## src/rtl/td4_pkg.sv

```systemverilog
`default_nettype none
// ============================================================================
//  Module      : td4_pkg
//  Description : Shared encodings for the TD4 execution sequencer. Holds the
//                host command opcodes, the sequencer state encoding, the
//                jump opcode and the bit ranges of the instruction fields.
//                Each instruction byte is laid out as {opcode, immediate}.
//  Revision    : 1.0 - initial release
// ============================================================================

`ifndef TD4_PKG_FIELDS
`define TD4_PKG_FIELDS
// Bit ranges of the two fields inside an 8-bit instruction byte.
`define TD4_OPC_FIELD 7:4
`define TD4_IMM_FIELD 3:0
`endif

package td4_pkg;

  typedef enum logic [1:0] {
    CMD_LOAD = 2'b00,
    CMD_RUN  = 2'b01,
    CMD_STEP = 2'b10,
    CMD_STOP = 2'b11
  } cmd_op_e;

  typedef enum logic [1:0] {
    ST_IDLE   = 2'b00,
    ST_RUN    = 2'b01,
    ST_STEP   = 2'b10,
    ST_HALTED = 2'b11
  } seq_state_e;

  // "JMP imm": an unconditional jump to its own address is the halt idiom.
  localparam logic [3:0] OPC_JMP = 4'b1111;

  localparam int unsigned PROG_DEPTH = 16;

endpackage
`default_nettype wire

```

## src/rtl/td4_prog_mem.sv

```systemverilog
`default_nettype none
// ============================================================================
//  Module      : td4_prog_mem
//  Description : 16 x 8 program store for the TD4 core. Synchronous write,
//                asynchronous (combinational) read. Every byte returns to
//                MEM_INIT while rst_n is low.
//  Ports       : clk    - clock
//                rst_n  - asynchronous active-low reset
//                we     - write enable
//                waddr  - write address
//                wdata  - write data
//                raddr  - read address
//                rdata  - read data (combinational)
//  Revision    : 1.0 - initial release
// ============================================================================
module td4_prog_mem
  import td4_pkg::*;
#(
  parameter logic [7:0] MEM_INIT = 8'h00
) (
  input  logic       clk,
  input  logic       rst_n,
  input  logic       we,
  input  logic [3:0] waddr,
  input  logic [7:0] wdata,
  input  logic [3:0] raddr,
  output logic [7:0] rdata
);

  // All bytes flattened into one vector so each byte has a single driver.
  logic [8*PROG_DEPTH-1:0] mem_flat;

  generate
    for (genvar i = 0; i < PROG_DEPTH; i++) begin : g_byte
      logic [7:0] byte_q;

      always_ff @(posedge clk or negedge rst_n) begin
        if (!rst_n) begin
          byte_q <= MEM_INIT;
        end else if (we && (waddr == 4'(i))) begin
          byte_q <= wdata;
        end
      end

      assign mem_flat[8*i +: 8] = byte_q;
    end
  endgenerate

  assign rdata = mem_flat[{raddr, 3'b000} +: 8];

endmodule
`default_nettype wire

```

## src/rtl/td4_exec_sequencer.sv

```systemverilog
`default_nettype none
// ============================================================================
//  Module      : td4_exec_sequencer
//  Description : Host-side controller for the 4-bit TD4 core. Owns the program
//                store, presents opcode/immediate for the core's current PC and
//                sequences single-cycle exec_mode strobes for RUN, STEP and
//                STOP commands. Detects the "JMP to self" halt idiom.
//  Config      : TD4_BREAKPOINT_EN - when defined, RUN halts before fetching
//                the instruction at bp_addr (resume executes it first).
//  Ports       : clk        - clock
//                rst_n      - asynchronous active-low reset
//                cmd_valid  - host command strobe
//                cmd_op     - 00 LOAD, 01 RUN, 10 STEP, 11 STOP
//                ld_addr    - LOAD address
//                ld_data    - LOAD byte {opcode, immediate}
//                bp_addr    - breakpoint address (breakpoint builds only)
//                pc_in      - current PC from the core
//                opcode     - mem[pc_in][7:4]
//                immediate  - mem[pc_in][3:0]
//                exec_mode  - one-cycle strobe, core executes on next edge
//                state      - 00 IDLE, 01 RUN, 10 STEP, 11 HALTED
//                halted     - high while HALTED
//                cmd_err    - one-cycle pulse when a command is rejected
//  Revision    : 1.0 - initial release
// ============================================================================
module td4_exec_sequencer
  import td4_pkg::*;
#(
  parameter int         RUN_DIV  = 4,
  parameter logic [7:0] MEM_INIT = 8'h00
) (
  input  logic       clk,
  input  logic       rst_n,
  input  logic       cmd_valid,
  input  logic [1:0] cmd_op,
  input  logic [3:0] ld_addr,
  input  logic [7:0] ld_data,
  input  logic [3:0] bp_addr,
  input  logic [3:0] pc_in,
  output logic [3:0] opcode,
  output logic [3:0] immediate,
  output logic       exec_mode,
  output logic [1:0] state,
  output logic       halted,
  output logic       cmd_err
);

  // A divide of at least 2 keeps strobes from landing on adjacent cycles.
  localparam int         DIV_EFF  = (RUN_DIV < 2) ? 2 : ((RUN_DIV > 255) ? 255 : RUN_DIV);
  localparam logic [7:0] DIV_LAST = 8'(DIV_EFF - 1);

  seq_state_e state_q;
  logic [7:0] div_q;
  logic       exec_q;
  logic       err_q;
  logic [7:0] instr;
  cmd_op_e    op;
  logic       ctl_idle;
  logic       mem_we;
  logic       halt_hit;
  logic       bp_hit;

  assign op       = cmd_op_e'(cmd_op);
  assign ctl_idle = (state_q == ST_IDLE) || (state_q == ST_HALTED);
  assign mem_we   = cmd_valid && (op == CMD_LOAD) && ctl_idle;

  td4_prog_mem #(
    .MEM_INIT (MEM_INIT)
  ) u_prog_mem (
    .clk   (clk),
    .rst_n (rst_n),
    .we    (mem_we),
    .waddr (ld_addr),
    .wdata (ld_data),
    .raddr (pc_in),
    .rdata (instr)
  );

  assign opcode    = instr[`TD4_OPC_FIELD];
  assign immediate = instr[`TD4_IMM_FIELD];

  // The strobe currently on exec_mode is a jump to its own address.
  assign halt_hit = exec_q && (opcode == OPC_JMP) && (immediate == pc_in);

`ifdef TD4_BREAKPOINT_EN
  // Set on resume from HALTED so the instruction at bp_addr runs once.
  logic bp_skip_q;
  assign bp_hit = (pc_in == bp_addr) && !bp_skip_q;
`else
  logic unused_bp;
  assign unused_bp = ^bp_addr;
  assign bp_hit    = 1'b0;
`endif

  always_ff @(posedge clk or negedge rst_n) begin
    if (!rst_n) begin
      state_q   <= ST_IDLE;
      div_q     <= 8'd0;
      exec_q    <= 1'b0;
      err_q     <= 1'b0;
`ifdef TD4_BREAKPOINT_EN
      bp_skip_q <= 1'b0;
`endif
    end else begin
      // Both outputs are single-cycle pulses unless re-asserted below.
      exec_q <= 1'b0;
      err_q  <= 1'b0;
      case (state_q)
        ST_IDLE, ST_HALTED: begin
          if (cmd_valid) begin
            case (op)
              CMD_RUN: begin
                state_q <= ST_RUN;
                div_q   <= 8'd0;
`ifdef TD4_BREAKPOINT_EN
                bp_skip_q <= (state_q == ST_HALTED);
`endif
              end
              CMD_STEP: state_q <= ST_STEP;
              CMD_STOP: state_q <= ST_IDLE;
              CMD_LOAD: ;
            endcase
          end
        end

        ST_RUN: begin
          // STOP beats halt detection and suppresses any pending strobe.
          if (cmd_valid && (op == CMD_STOP)) begin
            state_q <= ST_IDLE;
            div_q   <= 8'd0;
          end else begin
            if (cmd_valid) begin
              err_q <= 1'b1;
            end
            if (halt_hit) begin
              state_q <= ST_HALTED;
              div_q   <= 8'd0;
            end else if (div_q == DIV_LAST) begin
              div_q <= 8'd0;
              if (bp_hit) begin
                state_q <= ST_HALTED;
              end else begin
                exec_q <= 1'b1;
`ifdef TD4_BREAKPOINT_EN
                bp_skip_q <= 1'b0;
`endif
              end
            end else begin
              div_q <= div_q + 8'd1;
            end
          end
        end

        ST_STEP: begin
          if (cmd_valid && (op == CMD_STOP)) begin
            state_q <= ST_IDLE;
          end else begin
            if (cmd_valid) begin
              err_q <= 1'b1;
            end
            // First STEP cycle issues the strobe, second cycle retires it.
            if (!exec_q) begin
              exec_q <= 1'b1;
            end else begin
              state_q <= halt_hit ? ST_HALTED : ST_IDLE;
            end
          end
        end

        default: state_q <= ST_IDLE;
      endcase
    end
  end

  assign exec_mode = exec_q;
  assign cmd_err   = err_q;
  assign state     = state_q;
  assign halted    = (state_q == ST_HALTED);

endmodule
`default_nettype wire

```

## config.mk

```make
export PLATFORM = sky130hd
export DESIGN_NAME = td4_exec_sequencer
export DESIGN_NICKNAME = d
export VERILOG_FILES = /design/src/rtl/td4_pkg.sv /design/src/rtl/td4_prog_mem.sv /design/src/rtl/td4_exec_sequencer.sv
export SDC_FILE = /design/constraint.sdc
export NUM_CORES = 1
export LEC_CHECK = 0
export CAP_MARGIN = 30
export CORE_MARGIN = 4
export CORE_UTILIZATION = 60
export DETAILED_ROUTE_END_ITERATION = 8
export MAX_ROUTING_LAYER = met4
export PLACE_DENSITY = 0.8
export SLEW_MARGIN = 40
export SYNTH_ARGS = -nofsm -noshare
export SYNTH_HDL_FRONTEND = slang
export SYNTH_SLANG_ARGS = --single-unit
```

## constraint.sdc

```tcl
create_clock -name clk -period 2.8 [get_ports clk]
set_input_delay 0.28 -clock clk [delete_from_list [all_inputs] [get_ports clk]]
set_output_delay 0.28 -clock clk [all_outputs]
set_load 0.01 [all_outputs]
```

## Word level (Yosys, flattened, before mapping)

Cells that the tools add are included.

- Add/subtract/negate cells: 1
- Muxes and demuxes: 23
- Shift operators: 1
- Reduce and logical (&&, ||, !) cells: 30
- Equal/unequal tests: 29

Operator list:

| operator | number |
|---|---|
| variable part select 128 x 8 -> 8 bit | 1 |
| two-way mux 8 bit | 5 |
| == test 4 bit, second input constant | 9 |
| logical AND 1 bit | 21 |
| == test 4 x 3 -> 1 bit, second input constant | 4 |
| case mux 8 bit (2 select lines) | 1 |
| two-way mux 2 bit | 6 |
| case mux 2 bit (3 select lines) | 2 |
| adder 8 x 1 -> 8 bit, second input constant | 1 |
| == test 2 bit, second input constant | 4 |
| == test 4 x 2 -> 1 bit, second input constant | 2 |
| == test 8 x 2 -> 1 bit, second input constant | 1 |
| two-way mux 1 bit | 8 |
| inequality test 3 bit, second input constant | 2 |
| == test 2 x 1 -> 1 bit, second input constant | 2 |
| == test 4 x 1 -> 1 bit, second input constant | 1 |
| == test 4 bit | 1 |
| zero test 2 bit | 2 |
| zero test 4 bit | 1 |
| inequality test 4 x 2 -> 1 bit, second input constant | 1 |
| AND reduction 4 bit | 1 |
| OR reduction 2 bit | 2 |
| AND reduction 3 bit | 1 |
| inequality test 2 x 1 -> 1 bit, second input constant | 1 |
| 4 further kinds | 4 |

- Input port bits: 25
- Output and inout port bits: 13
- Register bits after elaboration: 140
- Word-level logic and storage cells: 104

## Logic depth before layout (Yosys ltp)

Gate-level depths: netlist (run 1).

- Word-level depth: 8
- Gate-level depth with buffers: 11
- Depth with buffers taken out: 8

## Cells and area by module

A second synthesis (run 1) with hierarchy kept.

- Cell total of the unflattened synthesis: 458
- Area, all modules: 6626.4 µm²

Modules (own cells, without submodules):

| module | cells each | instances | area an instance (µm²) | seq. area each (µm²) |
|---|---|---|---|---|
| td4_prog_mem | 364 | 1 | 5800.6 | 3203.1 |
| td4_exec_sequencer | 94 | 1 | 825.8 | 300.3 |

## Worst setup path after synthesis (run 1)

OpenSTA, ideal clock, no wires.

- Path kind: flip-flop to flip-flop
- Start point: register state_q[0] (netlist: state[0])
- End point: register u_prog_mem.g_byte[0].byte_q[0]
- Setup time: 0.125 ns
- Clock period less this slack: 2.340 ns
- Required time: 2.675 ns
- Buffers on the path: 0
- Arrival time: 2.215 ns
- Path slack: 0.460 ns
- Cell stages (with the launch flop): 8
- Cell sequence: dfrtp_1 inv_1 ha_1 nand2_1 nor4_1 nand2b_1 nor3_1 mux2_2

- Longest elaborated chain between the ends: 4
- Elaborated cells on any way between the ends: 5
- Those cells by class: 1 x eq/ne; 4 x reduce/logical

Ends and longest elaborated chain:

| item | RTL line | source |
|---|---|---|
| start: declaration | td4_exec_sequencer.sv:52 | `seq_state_e state_q;` |
| start signal: assignment | td4_exec_sequencer.sv:165 | `state_q <= halt_hit ? ST_HALTED : ST_IDLE;` |
| == test 2 bit or zero test 2 bit (tied branches) | td4_exec_sequencer.sv:64 | `assign ctl_idle = (state_q == ST_IDLE) \|\| (state_q == ST_HALTED);` |
| logical OR 1 bit * | td4_exec_sequencer.sv:64 |  |
| logical AND 1 bit * | td4_exec_sequencer.sv:65 | `assign mem_we = cmd_valid && (op == CMD_LOAD) && ctl_idle;` |
| logical AND 1 bit * | td4_prog_mem.sv:40 | `end else if (we && (waddr == 4'(i))) begin` |
| end signal: assignment | td4_prog_mem.sv:41 | `byte_q <= wdata;` |
| end: declaration | td4_prog_mem.sv:35 | `logic [7:0] byte_q;` |

Mark *: on every way between the ends. The rest lies on a longest branch, timed or not.
A chain may end at the register's enable or synchronous reset.

## Final worst setup path (run 1)

- Start point: input pc_in[2]
- End point: output immediate[0]

- Longest elaborated chain between the ends: 1

Ends and longest elaborated chain:

| item | RTL line | source |
|---|---|---|
| start: declaration | td4_exec_sequencer.sv:39 | `input logic [3:0] pc_in,` |
| variable part select 128 x 8 -> 8 bit | td4_prog_mem.sv:49 | `assign rdata = mem_flat[{raddr, 3'b000} +: 8];` |
| end: declaration | td4_exec_sequencer.sv:41 | `output logic [3:0] immediate,` |

No other way between the ends.

==> results.sh, run 1 <==
export IMPL_antenna_found_initial=0
export IMPL_min_period_ps=2840
export IMPL_setup_viol=1
export IMPL_grt_overflow=0
export IMPL_synthCells=483
export IMPL_viasPerCell=6.30
export IMPL_rrSetupSlack_ps=220
export IMPL_synth_area_um2=6780
export IMPL_worstMarginPinSlew_ps=751
export IMPL_port_buffers=33
export IMPL_die_area_um2=13100
export IMPL_drv_slew=0
export IMPL_crit_path_end_kind="output port"
export IMPL_violations="setup timing"
export IMPL_drt_iter0_markers=548
export IMPL_p_leak_nw=3.95
export IMPL_clk_pin_slew_ps=60
export IMPL_syn_num_nets=512
export IMPL_wire_per_inst_um=22.7
export IMPL_cp_start_kind="input port"
export IMPL_yosysUniqueCellTypes=45
export IMPL_n_antenna_cell=0
export IMPL_row_count=38
export IMPL_num_vias=4480
export IMPL_crit_path_end="immediate[0]"
export IMPL_ys_flop_type="dfrtp_1"
export IMPL_tritoncts="done"
export IMPL_finClkSkew_ps=7.96
export IMPL_sequentialPowerShare_pct=42.3
export IMPL_clkSinkCount=140
export IMPL_dieWidth_um=114
export IMPL_async_flop_share_pct=100
export IMPL_period_share_pct=101
export IMPL_path_max_fanout=5
export IMPL_first_pass_iters=5
export IMPL_yosys_top_cells_area="dfrtp_1, mux2_2, mux4_2, mux2i_1, mux4_1"
export IMPL_yosys_area_top_type_share_pct=51.6
export IMPL_wirelength_um=16200
export IMPL_clock_power_share_pct=34.6
export IMPL_cap_viol_max_count=0
export IMPL_syn_to_final_growth_pct=20.5
export IMPL_drc=0
export IMPL_insertion_delay_ps=420
export IMPL_fin_ws_ps=-37.8
export IMPL_critPathLaunch="pc_in[2]"
export IMPL_clockRootBuffer="clkbuf_16"
export IMPL_die_y_um=114
export IMPL_grt_pass1_vias=4663
export IMPL_ant_nets=0
export IMPL_ys_ff_latch=140
export IMPL_status="complete, but fails checks"
export IMPL_switching_share_pct=27.1
export IMPL_numCtsBuffers=17
export IMPL_reg2reg_depth=8
export IMPL_dpl_cell_area_um2=7450
export IMPL_grt_use_total_pct=27.2
export IMPL_crit_required_ps=2520
export IMPL_path_class="input port to output port"
export IMPL_hp_class="input port to asynchronous set/reset pin"
export IMPL_cp_arrival_ps=2560
export IMPL_yosys_warnings=0
export IMPL_dp_hpwl_um=10300
export IMPL_coreArea_um2=10900
export IMPL_yosysSeqAreaShare_pct=51.6
export IMPL_power_density_nw_per_um2=800
export IMPL_cts_path_max_buffers=2
export IMPL_grt_pass1_wl_um=25500
export IMPL_reg2reg_to="div_q[2]"
export IMPL_grt_max_degree=78
export IMPL_ios=38
export IMPL_cts_htree_levels=4
export IMPL_rsz0062_at_grt="true"
export IMPL_nNetsFinal=587
export IMPL_irDropWorstVdd_v=0.000688
export IMPL_fmax_mhz=352
export IMPL_synth_top_cell_by_area="dfrtp_1"
export IMPL_start_util_pct=62.0
export IMPL_gpl_final_weighted_congestion=0.899
export IMPL_postSynthAreaPerCell_um2=14.0
export IMPL_fin_total_pwr_mw=6.53
export IMPL_drive_gt1_share_pct=41.3
export IMPL_p_sw_mw=1.77
export IMPL_n_fill_cell=675
export IMPL_fin_area_um2=8170
export IMPL_synth_edf_count=0
export IMPL_relSlewSlack_pct=49.5
export IMPL_internal_power_mw=4.77
export IMPL_fin_util_pct=74.7
export IMPL_comb_power_share_pct=23.1
export IMPL_reg2reg_from="u_prog_mem.g_byte[13].byte_q[5]"
export IMPL_hold_viol_final=0
## cells in the final DEF (no fill, tap or decap), drive strengths merged, types with 9 or more instances in the layout
master / count
clkbuf: 18
buf: 49
mux4: 24
dfrtp: 140
mux2: 128
mux2i: 24
inv: 12
nand2: 30
clkdlybuf4s50: 30
nor2: 9
## kinds of logic after synthesis
family | Yosys count | synth area share [%]
muxes | 176 | 33.3
DFF | 140 | 51.6
and+or+nand+nor | 80 | 5.83
AOI/OAI and AO/OA | 45 | 5.07
buffers and inverters | 34 | 2.93
adders and majority gates | 5 | 0.885
xor gates and xnor gates | 3 | 0.387
## critical path: stages
cell and delay, ps:
clkdlybuf4s50_1 510, buf_4 180, mux4_2 500, and2_1 170, a211oi_2 250, buf_4 150
a21oi_1 30, clkdlybuf4s50_1 480
## worst min path at each step
stage,depth (start not counted),end,startpoint
floorplan,0,cmd_err,rst_n
global route,2,div_q[5],rst_n
detailed placement,1,div_q[5],rst_n
CTS,2,div_q[5],rst_n
global placement,1,div_q[5],rst_n
finish,2,div_q[5],rst_n
## per-stage QoR
stage / setup WS (ps) / TNS, ps / std cells / hold WS [ps]
2_1_floorplan: 460 / 0 / 483 / -15.6
3_3_place_gp: -173 / -1380 / 670 / 350
3_5_place_dp: -272 / -2620 / 670 / 356
4_1_cts: -13.1 / -25.7 / 704 / 482
5_1_grt: -107 / -288 / 711 / 500
6_report: -37.8 / -37.8 / 711 / 448
## Yosys cell counts (all sizes together), types with 2 or more instances
cell / n
clkbuf: 15
o22ai: 3
nand3: 5
or3: 2
buf: 10
mux4: 24
ha: 4
and2: 4
dfrtp: 140
inv: 9
nor2: 9
o31ai: 2
nor3b: 2
mux2i: 24
nor4: 3
mux2: 128
nand2: 30
a211oi: 2
a32oi: 3
a221oi: 7
o21ai: 7
and3: 6
a21oi: 8
o32a: 2
nor2b: 8
a22oi: 4
nand2b: 5
xnor2: 3
nor3: 5
## timing repair
action / 4_1_cts / 5_1_grt
buffers inserted: 1 / 7
cloned: 0 / 0
hold buffers: 1 / 0
setup endpoints to repair: 6 / 9
resized for setup: 4 / 7
pin swaps: 1 / 1
hold endpoints to repair: 75 / 0
## layer usage
metal | up-vias | GRT usage, % | share of wire, % | wire (um)
met5 | - | - | 0 | 0
met4 | 0 | 12.6 | 3.5 | 559
met3 | 45 | 7.29 | 6.2 | 999
met2 | 182 | 42.6 | 51 | 8190
met1 | 2293 | 33.1 | 40 | 6420
li1 | 1960 | - | - | -
## power groups by stage
stage          sequential [mW]  combinational, mW  clock, mW
6_report                  2.77               1.51       2.26
5_1_grt                   2.82               1.64       2.39
4_1_cts                   2.76               1.49       2.29
3_5_place_dp              2.78               1.46          0
3_3_place_gp              2.74               1.39          0
2_1_floorplan             2.70              0.987          0
## state kept, by name, summed over array words and instances (netlist names)
register / flops
div_q: 8
exec_mode: 1
state: 2
u_prog_mem.g_byte.byte_q: 128
cmd_err: 1
## final cells by class
cell class | count | area, um2 | share of cell area (%)
flip-flops and latches | 140 | 3500 | 42.9
multi-input cells | 309 | 3130 | 38.3
repair buffers | 81 | 733 | 8.97
clock buffers | 18 | 429 | 5.25
well taps | 140 | 175 | 2.14
clock inverters | 14 | 169 | 2.07
inverters | 9 | 33.8 | 0.413
(Power assumes the default switching activity.)
==> inputs of run 2 (changes only) <==
--- a/config.mk
+++ b/config.mk
@@ -6,11 +6,13 @@
 export NUM_CORES = 1
 export LEC_CHECK = 0
 export CAP_MARGIN = 30
+export CELL_PAD_IN_SITES_DETAIL_PLACEMENT = 1
+export CELL_PAD_IN_SITES_GLOBAL_PLACEMENT = 2
 export CORE_MARGIN = 4
-export CORE_UTILIZATION = 60
+export CORE_UTILIZATION = 43
 export DETAILED_ROUTE_END_ITERATION = 8
 export MAX_ROUTING_LAYER = met4
-export PLACE_DENSITY = 0.8
+export PLACE_DENSITY_LB_ADDON = 0.1
 export SLEW_MARGIN = 40
 export SYNTH_ARGS = -nofsm -noshare
 export SYNTH_HDL_FRONTEND = slang
==> run 2 against run 1 <==
The run now ends clean. Combinational power hardly changed. Clock power rose by 3%. Maximum frequency up 2.8%. Critical path type unchanged.
==> results.sh, run 2 (synthesis results as in run 1) <==
export IMPL_nNetsFinal=599
export IMPL_cap_viol_max_count=0
export IMPL_wirelength_um=18200
export IMPL_cp_arrival_ps=2480
export IMPL_clk_pin_slew_ps=60
export IMPL_min_period_ps=2760
export IMPL_critPathTopFamily="buffers and inverters"
export IMPL_crit_slowest_cell="clkdlybuf4s50_1"
export IMPL_drc=0
export IMPL_finClkSkew_ps=10.5
export IMPL_holdWs_ps=362
export IMPL_row_count=45
export IMPL_layout_commonest_cell="dfrtp_1"
export IMPL_drive_gt1_share_pct=41.9
export IMPL_drt_iter0_markers=180
export IMPL_viasPerCell=5.56
export IMPL_power_density_nw_per_um2=791
export IMPL_ant_nets=0
export IMPL_num_vias=4414
export IMPL_dp_hpwl_um=12300
export IMPL_path_max_fanout=6
export IMPL_antenna_found_initial=0
export IMPL_grt_max_degree=68
export IMPL_grt_overflow=0
export IMPL_cts_path_max_buffers=2
export IMPL_p_leak_nw=4.02
export IMPL_wire_per_inst_um=22.9
export IMPL_n_antenna_cell=0
export IMPL_insertion_delay_ps=420
export IMPL_crit_required_ps=2520
export IMPL_coreArea_um2=15300
export IMPL_dieWidth_um=134
export IMPL_first_pass_iters=4
export IMPL_grt_use_total_pct=22.1
export IMPL_worstMarginPinSlew_ps=668
export IMPL_drv_slew=0
export IMPL_ios=38
export IMPL_setup_viol=0
export IMPL_tritoncts="done"
export IMPL_critPathBufInv=5
export IMPL_cts_htree_levels=4
export IMPL_slowest_delay_ps=530
export IMPL_irDropWorstVdd_v=0.000452
export IMPL_status="complete, no violations"
export IMPL_period_share_pct=98.6
export IMPL_crit_path_end_kind="output port"
export IMPL_largest_reg_flops=128
export IMPL_numCtsBuffers=17
export IMPL_clkSinkCount=140
export IMPL_finalSetupTns_ps=0
export IMPL_start_util_pct=44.3
export IMPL_top_register="u_prog_mem.g_byte.byte_q"
export IMPL_crit_chain="clkdlybuf4s50_1 -> buf_12 -> buf_12 -> nor2b_2 -> a221oi_1 -> a22oi_1 -> buf_4 -> nand2_1 -> clkdlybuf4s50_1"
export IMPL_rsz0062_at_grt="true"
export IMPL_grt_pass1_wl_um=28700
export IMPL_gpl_final_weighted_congestion=0.805
export IMPL_die_y_um=134
export IMPL_fin_area_um2=8350
export IMPL_die_area_um2=17900
export IMPL_hp_class="input port to asynchronous set/reset pin"
export IMPL_relSlewSlack_pct=55.3
export IMPL_fmax_mhz=362
export IMPL_clockRootBuffer="clkbuf_16"
export IMPL_grt_pass1_vias=4876
export IMPL_syn_to_final_growth_pct=23.1
export IMPL_mostFrequentLayoutCells="dfrtp_1, mux2_2, buf_4"
export IMPL_port_buffers=33
export IMPL_path_class="input port to output port"
export IMPL_hold_viol_final=0
export IMPL_fin_util_pct=54.5
export IMPL_cp_start_kind="input port"
export IMPL_dpl_cell_area_um2=7650
export IMPL_n_fill_cell=1506
[run 2: power by group]
part / internal, mW / total [mW] / switching [mW]
registers: 2.50 / 2.76 / 0.257
logic: 0.859 / 1.52 / 0.664
clock network: 1.43 / 2.33 / 0.897
[run 2: path summary, 6_finish.rpt]
path | start | to | slack [ps] | cells after the start
worst max register to register | u_prog_mem.g_byte[12].byte_q[0] | state[0] | 260 | 8
min in group clk | u_prog_mem.g_byte[5].byte_q[3] | u_prog_mem.g_byte[5].byte_q[3] | 500 | 1
max in group asynchronous | rst_n | u_prog_mem.g_byte[13].byte_q[4] | 1650 | 3
worst max-delay path | pc_in[1] | opcode[3] | 40 | 9
worst min-delay path | rst_n | u_prog_mem.g_byte[8].byte_q[3] | 360 | 2
worst min register to register | u_prog_mem.g_byte[5].byte_q[3] | u_prog_mem.g_byte[5].byte_q[3] | 500 | 1
[run 2: layer usage]
layer	vias up	global-route usage [%]	part of all wire, %	wire (um)
li1	1983	-	-	-
met1	2337	29.5	46	8440
met2	65	35.0	49	8940
met3	29	4.00	2.9	525
met4	0	6.40	1.5	281
met5	-	-	0	0
[run 2: worst register-to-register path: stages, from the launching register on]
cell and delay, ps:
dfrtp_1 390, mux4_2 470, and2_1 170, a211oi_1 300, o21a_1 260, and3_1 280, a21oi_1 100, nor3_1 290
o32a_1 210
[run 2: cell type report]
cell class	count	area [um2]	area share (%)
Sequential cell	140	3500	41.9
Timing Repair Buffer	93	847	10.1
Tap cell	211	264	3.16
Clock inverter	12	160	1.92
Multi-Input combinational cell	309	3100	37.1
Clock buffer	20	447	5.35
Inverter	9	33.8	0.404
[run 2: stage by stage]
| stage | power (mW) | setup slack (ps) | std cells |
|---|---|---|---|
| finish | 6.61 | 40.2 | 794 |
| global placement | 4.19 | -250 | 754 |
| detailed placement | 4.30 | -340 | 754 |
| floorplan | 3.69 | 460 | 483 |
| CTS | 6.68 | 8.58 | 794 |
| global route | 6.97 | -47.1 | 794 |
[run 2: what timing repair did]
action                     CTS  global route
buffers inserted             7             0
hold endpoints to repair    44             0
hold buffers                 1             0
setup endpoints to repair    5             7
pin swaps                    1             1
resized for setup            6             5
